### config.mk
export PLATFORM = sky130hd
export DESIGN_NAME = fifo_unpack
export DESIGN_NICKNAME = d
export VERILOG_FILES = /design/src/rtl/fifo_pkg.sv /design/src/rtl/fifo_unpack.sv
export SDC_FILE = /design/constraint.sdc
export NUM_CORES = 1
export LEC_CHECK = 0
export CAP_MARGIN = 15
export CORE_ASPECT_RATIO = 1.2
export CORE_UTILIZATION = 40
export DETAILED_ROUTE_END_ITERATION = 6
export GPL_TIMING_DRIVEN = 0
export HOLD_SLACK_MARGIN = 0.08
export PLACE_DENSITY_LB_ADDON = 0.2
export SYNTH_ARGS = -nofsm -noshare
export SYNTH_HDL_FRONTEND = slang
export SYNTH_SLANG_ARGS = --single-unit
### constraint.sdc
create_clock -name CLK -period 2.1 [get_ports CLK]
set_input_delay 0.315 -clock CLK [delete_from_list [all_inputs] [get_ports CLK]]
set_output_delay 0.315 -clock CLK [all_outputs]
set_load 0.05 [all_outputs]
### src/rtl/fifo_pkg.sv
// rtl/fifo_pkg.sv - shared slice-order constants and width helper for the FIFO family
package fifo_pkg;

  localparam int ORDER_LSB_FIRST = 0;
  localparam int ORDER_MSB_FIRST = 1;

  // Pointer and counter widths; returns 0 for n <= 1, callers clamp as needed.
  function automatic int clog2(input int n);
    int r;
    r = 0;
    while ((1 << r) < n) r = r + 1;
    return r;
  endfunction

endpackage

### src/rtl/fifo_unpack.sv
// rtl/fifo_unpack.sv - pops FWFT FIFO words and emits them as RATIO narrower stream beats
module fifo_unpack
  import fifo_pkg::*;
#(
  parameter int DSIZE     = 32,
  parameter int OSIZE     = 8,
  parameter int MSB_FIRST = ORDER_LSB_FIRST
) (
  input  logic             CLK,
  input  logic             RST,
  input  logic [DSIZE-1:0] RDATA,
  input  logic             REMPTY,
  output logic             RINC,
  output logic [OSIZE-1:0] ODATA,
  output logic             OVALID,
  input  logic             OREADY,
  output logic             OLAST
);

  localparam int RATIO = DSIZE / OSIZE;
  localparam int IW    = (clog2(RATIO) < 1) ? 1 : clog2(RATIO);
  localparam logic [IW-1:0] IDX_LAST = IW'(RATIO - 1);

  generate
    if (OSIZE < 1 || DSIZE % OSIZE != 0) begin : g_bad_ratio
      $fatal(1, "fifo_unpack: DSIZE must be a positive multiple of OSIZE");
    end
  endgenerate

  logic [DSIZE-1:0] word;
  logic             full;
  logic [IW-1:0]    idx;
  logic             last;
  logic             fire;
  logic             free;
  int               sel;

  assign last   = (idx == IDX_LAST);
  // Outputs are forced quiet while RST is high so a held word cannot leak a beat.
  assign OVALID = full & ~RST;
  assign OLAST  = OVALID & last;
  assign fire   = OVALID & OREADY;
  assign free   = ~full | (fire & last);
  assign RINC   = free & ~REMPTY & ~RST;

  always_comb begin
    sel   = (MSB_FIRST == ORDER_MSB_FIRST) ? (RATIO - 1 - int'(idx)) : int'(idx);
    ODATA = '0;
    if (!RST) begin
      for (int s = 0; s < RATIO; s++) begin
        if (sel == s) ODATA = word[s*OSIZE +: OSIZE];
      end
    end
  end

  // A pop always wins: it covers both the first load and the back-to-back reload.
  always_ff @(posedge CLK) begin
    if (RST) begin
      word <= '0;
      full <= 1'b0;
      idx  <= '0;
    end else if (RINC) begin
      word <= RDATA;
      full <= 1'b1;
      idx  <= '0;
    end else if (fire) begin
      if (last) full <= 1'b0;
      else      idx  <= idx + 1'b1;
    end
  end

endmodule

Yosys cells after proc, flatten, opt, wreduce, memory -nomap -nowiden
Cells that the tools add are included.
W data, S select, Z words.
Word-level totals
  register bits: 35
  input bits: 36
  logic and storage cells: 33
Operators by class
  add/subtract/negate cells: 1
  eq/ne operators: 4
  mux-type cells: 8
  bitwise gates (word level): 11
  reduce and logical (&&, ||, !) cells: 6
Operator list (count)
  $mux W8: 5
  $and A1 B1 Y1: 6
  $eq A2 B2 Y1 const B: 3
  $not A1 Y1: 4
  $reduce_and A2 Y1: 2
  $reduce_bool A2 Y1: 2
  $mux W1: 3
  $add A2 B1 Y2 const B: 1
  $eq A2 B1 Y1 const B: 1
  $logic_not A2 Y1: 1
  $reduce_or A2 Y1: 1
  $or A1 B1 Y1: 1

Longest topological paths before layout
Gate-level depths: netlist of run 1.
  depth in word-level cells: 9
  gate-level depth with buffers: 7

Least setup slack after synthesis of run 1
Ideal clock, no wire load.
  kind: register to output
  from: reg idx[1]
  to: out ODATA[6]
  arrival: 2.336 ns
  required time: 1.785 ns
  path slack: -0.551 ns
  stages on the path, launching flop included: 8
  path buffers: 2
  cell sequence: dfxtp_1 inv_1 ha_1 buf_2 nor2b_1 buf_2 a221oi_1 o32ai_1
Between the ends
  cells in the longest elaborated chain, start to end: 6
  elaborated cells between the ends (all ways): 9
  classes of those cells: 3 x eq/ne; 5 x mux; 1 x reduce/logical
RTL lines
  start: declaration: line fifo_unpack.sv:32  | logic [IW-1:0] idx;
  start signal: assignment: line fifo_unpack.sv:68  | else idx <= idx + 1'b1;
  $logic_not A2 Y1: line fifo_unpack.sv:51  | if (sel == s) ODATA = word[s*OSIZE +: OSIZE];
  $mux W8 (3 in a row): line fifo_unpack.sv:51
  $mux W8 (*): line fifo_unpack.sv:51
  $mux W8 (*): line fifo_unpack.sv:49  | if (!RST) begin
  end: declaration: line fifo_unpack.sv:14  | output logic [OSIZE-1:0] ODATA,
Mark *: on every way between the ends. The rest lies on a longest branch, timed or not.

Worst setup path in the final report of run 1
  from: reg idx[0]
  to: out ODATA[7]
Same word-level chain as after synthesis.

==> out/qor.txt, run 1 <==
CP delay by family, top: flip-flops
Antenna Violating Nets Remaining: 0
Synth Instances: 131
Syn_nets: 171
Port Buffer Count: 46
Post-synth top area share: 47.7%
N_diodes: 0
Startpoint types: register
# nets final: 224
Maximum vdd drop: 0.368 mV
RSZ-0062 raised after global routing: true
Initial antenna violation count: 0
Launch point of the critical path: idx[0]
Clock Tree Root: clkbuf_8
Critical Path Sink Type: primary output
First-pass GRT wire length: 6320 µm
Row count: 23
Placer Congestion: 0.746
TritonCTS clock tree: built
Worst-Skew Late Latency: 290 ps
First-pass DRT Iterations: 7
Synth area leader: dfxtp_1
Final Hold Fails: 0
CTS buffer count: 5
Area Growth Syn to Fin: 64.5%
Required time worst endpoint: 1780 ps
Slowest cell on the critical path: dfxtp_4
Die ar.: 3920 µm²
Placed cells: 214
GRT Residual Overflow: 0
EDFF count, synth: 0
Worst min path class: reg -> reg
DRC Markers: 4
Vias per Instance: 5.60
Largest net degree at the start of global routing: 12
Die height: 68.4 µm
Power Total: 1.56 mW
Gr usage total: 22.0%
Routed vias: 1244
Synth unique cells: 21
Seq/Total Area, Yosys: 47.7%
Static leakage: 0.907 nW
Ys flop type: dfxtp_1
Final Setup Violations: 0
Post-Syn Area: 1470 µm²
Buf/Inv on CP: 1
Startpoint of the worst register-to-register path: idx[0]
Top cells by count, synth: dfxtp_1 (35), a22o_1 (32), nor2b_1 (11)
Synthesis-stage register bit count: 35
Failing checks: design-rule violations
Worst Skew: 3.97 ps
MaxCap Viol Count: 0
Syn. warnings: 0
I/O Pins: 47
Crit-path max cell delay: 370 ps
Least-Margin Pin Slew: 488 ps
Core footprint: 3420 µm²
Critical path type: reg -> out
Syn_area_per_cell: 11.2 µm²
Ranking of synthesized cells by area: dfxtp_1 (48%), a22o_1 (19%), a221oi_1 (4.8%), o32ai_1 (4.8%), nor2b_1 (4.7%)
Min Hold Slack: 474 ps
Horiz. Die Dim: 57.3 µm
1st-iter DRT viols: 63
Async set-or-reset flop fraction in the synthesized netlist: 0%
Wire per inst: 17.6 µm
Clk buf depth: 2
Clock sinks: 35
Final period util: 98.6%
Crit-path max FO: 8
Hold Buf Count CTS: 0
Initial Util: 42.9%
Fmax: 483 MHz
Final Max Slew Viols: 0
H-tree depth: 2
WP data arrival: 1760 ps
Relative slew slack: 67.6%
Layout cell share with drive strength beyond 1: 31.9%
Vias in the first global route: 1306
Status: complete, but fails checks
Final cell count without fillers: 222
Most frequent cell after synthesis: dfxtp_1
Util after Layout: 70.5%
Final worst path period need: 2070 ps
Drt total wl: 3910 µm
Worst path cell trace: ha_1 > or2_4 > o32ai_2 > buf_6
Final HPWL DP: 2790 µm
Pwr per Cell Area: 646 nW/µm²
HP Start: word[23]
Clock-pin slew on the worst setup and hold paths: 70 ps
[placed cells by master (no fill, tap or decap), drive strengths merged]
cell,instances
a221oi,8
and4bb,1
clkinvlp,1
or2,1
clkbuf,8
buf,21
dfxtp,35
clkdlybuf4s50,34
nor3b,1
o32ai,8
a22o,32
nor2b,11
a21bo,1
inv,3
and2,2
nand2,8
dlygate4sd2,2
ha,4
a21oi,2
mux2i,1
xnor2,1
[worst paths after layout]
check	slack [ps]	end	cells past startpoint
worst min-delay path	470	word[23]	1
worst max-delay path	30	ODATA[7]	4
worst min register to register	470	word[23]	1
worst max register to register	450	word[31]	6
[power by group]
| part | internal, mW | leakage, nW | total [mW] | switching, mW |
|---|---|---|---|---|
| sequential | 0.703 | 0.289 | 0.737 | 0.0340 |
| clock | 0.298 | 0.0505 | 0.540 | 0.242 |
| combinational | 0.160 | 0.568 | 0.283 | 0.123 |
| total | 1.16 | 0.907 | 1.56 | 0.399 |
[layout make-up]
cell class                      instances  area (µm²)
Buffer                                 10        98.8
Clock buffer                            7        96.3
Clock inverter                          1        7.51
Fill cell                             262        1010
Inverter                                3        13.8
Multi-Input combinational cell         81         970
Sequential cell                        35         706
Tap cell                               37        46.3
Timing Repair Buffer                   48         477
[worst register-to-register path, stage by stage, from the launching register on]
cell and delay (ps):
dfxtp_4 370, ha_1 240, a21bo_4 240, nor3b_4 160, buf_4 170, buf_6 140, a22o_1 240
[routing by layer]
| metal | vias to the layer above | global-route usage, % | part of all wire (%) |
|---|---|---|---|
| met1 | 590 | 24.7 | 41 |
| met5 | - | 0 | 0 |
| li1 | 612 | - | - |
| met3 | 7 | 5.86 | 5.3 |
| met2 | 35 | 39.3 | 52 |
| met4 | 0 | 10.1 | 1.7 |
[stage by stage]
stage	instance area (µm²)	setup WS (ps)	TNS (ps)
3_5_place_dp	2100	-797	-7710
6_report	2410	28.8	0
2_1_floorplan	1600	-48.0	-140
5_1_grt	2410	-33.3	-44.3
3_3_place_gp	2100	-765	-7370
4_1_cts	2310	-45.0	-198
[flip-flops by register name, indices dropped and copies added, names as in the netlist]
register	cells
full	1
word	32
idx	2
[logic make-up (layout without fill, tap and decap cells)]
family	count (synthesis)	in the layout	share of synthesized area, %
AND/OR/NAND/NOR	24	24	10.1
AO/OA/AOI/OAI	51	51	31.2
multiplexers	1	1	0.682
buffers and inverters	15	69	6.22
adder cells (fa/ha/maj)	4	4	3.41
XOR/XNOR	1	1	0.597
flip-flops	35	35	47.7
[repair_timing]
action                     4_1_cts  5_1_grt
cloned                           0        0
buffers inserted                 2        0
gates resized for setup         84       23
pin swaps                        6        8
setup endpoints to repair       11       10
Power figures use the tool's default switching activity.
==> run 2, diff against run 1 <==
--- a/config.mk
+++ b/config.mk
@@ -5,6 +5,7 @@
 export SDC_FILE = /design/constraint.sdc
 export NUM_CORES = 1
 export LEC_CHECK = 0
+export ABC_CLOCK_PERIOD_IN_PS = 2100
 export CAP_MARGIN = 15
 export CORE_ASPECT_RATIO = 1.2
 export CORE_UTILIZATION = 40
==> results of run 2 <==
No change in the layout: final DEF, timing and power equal those of run 1.
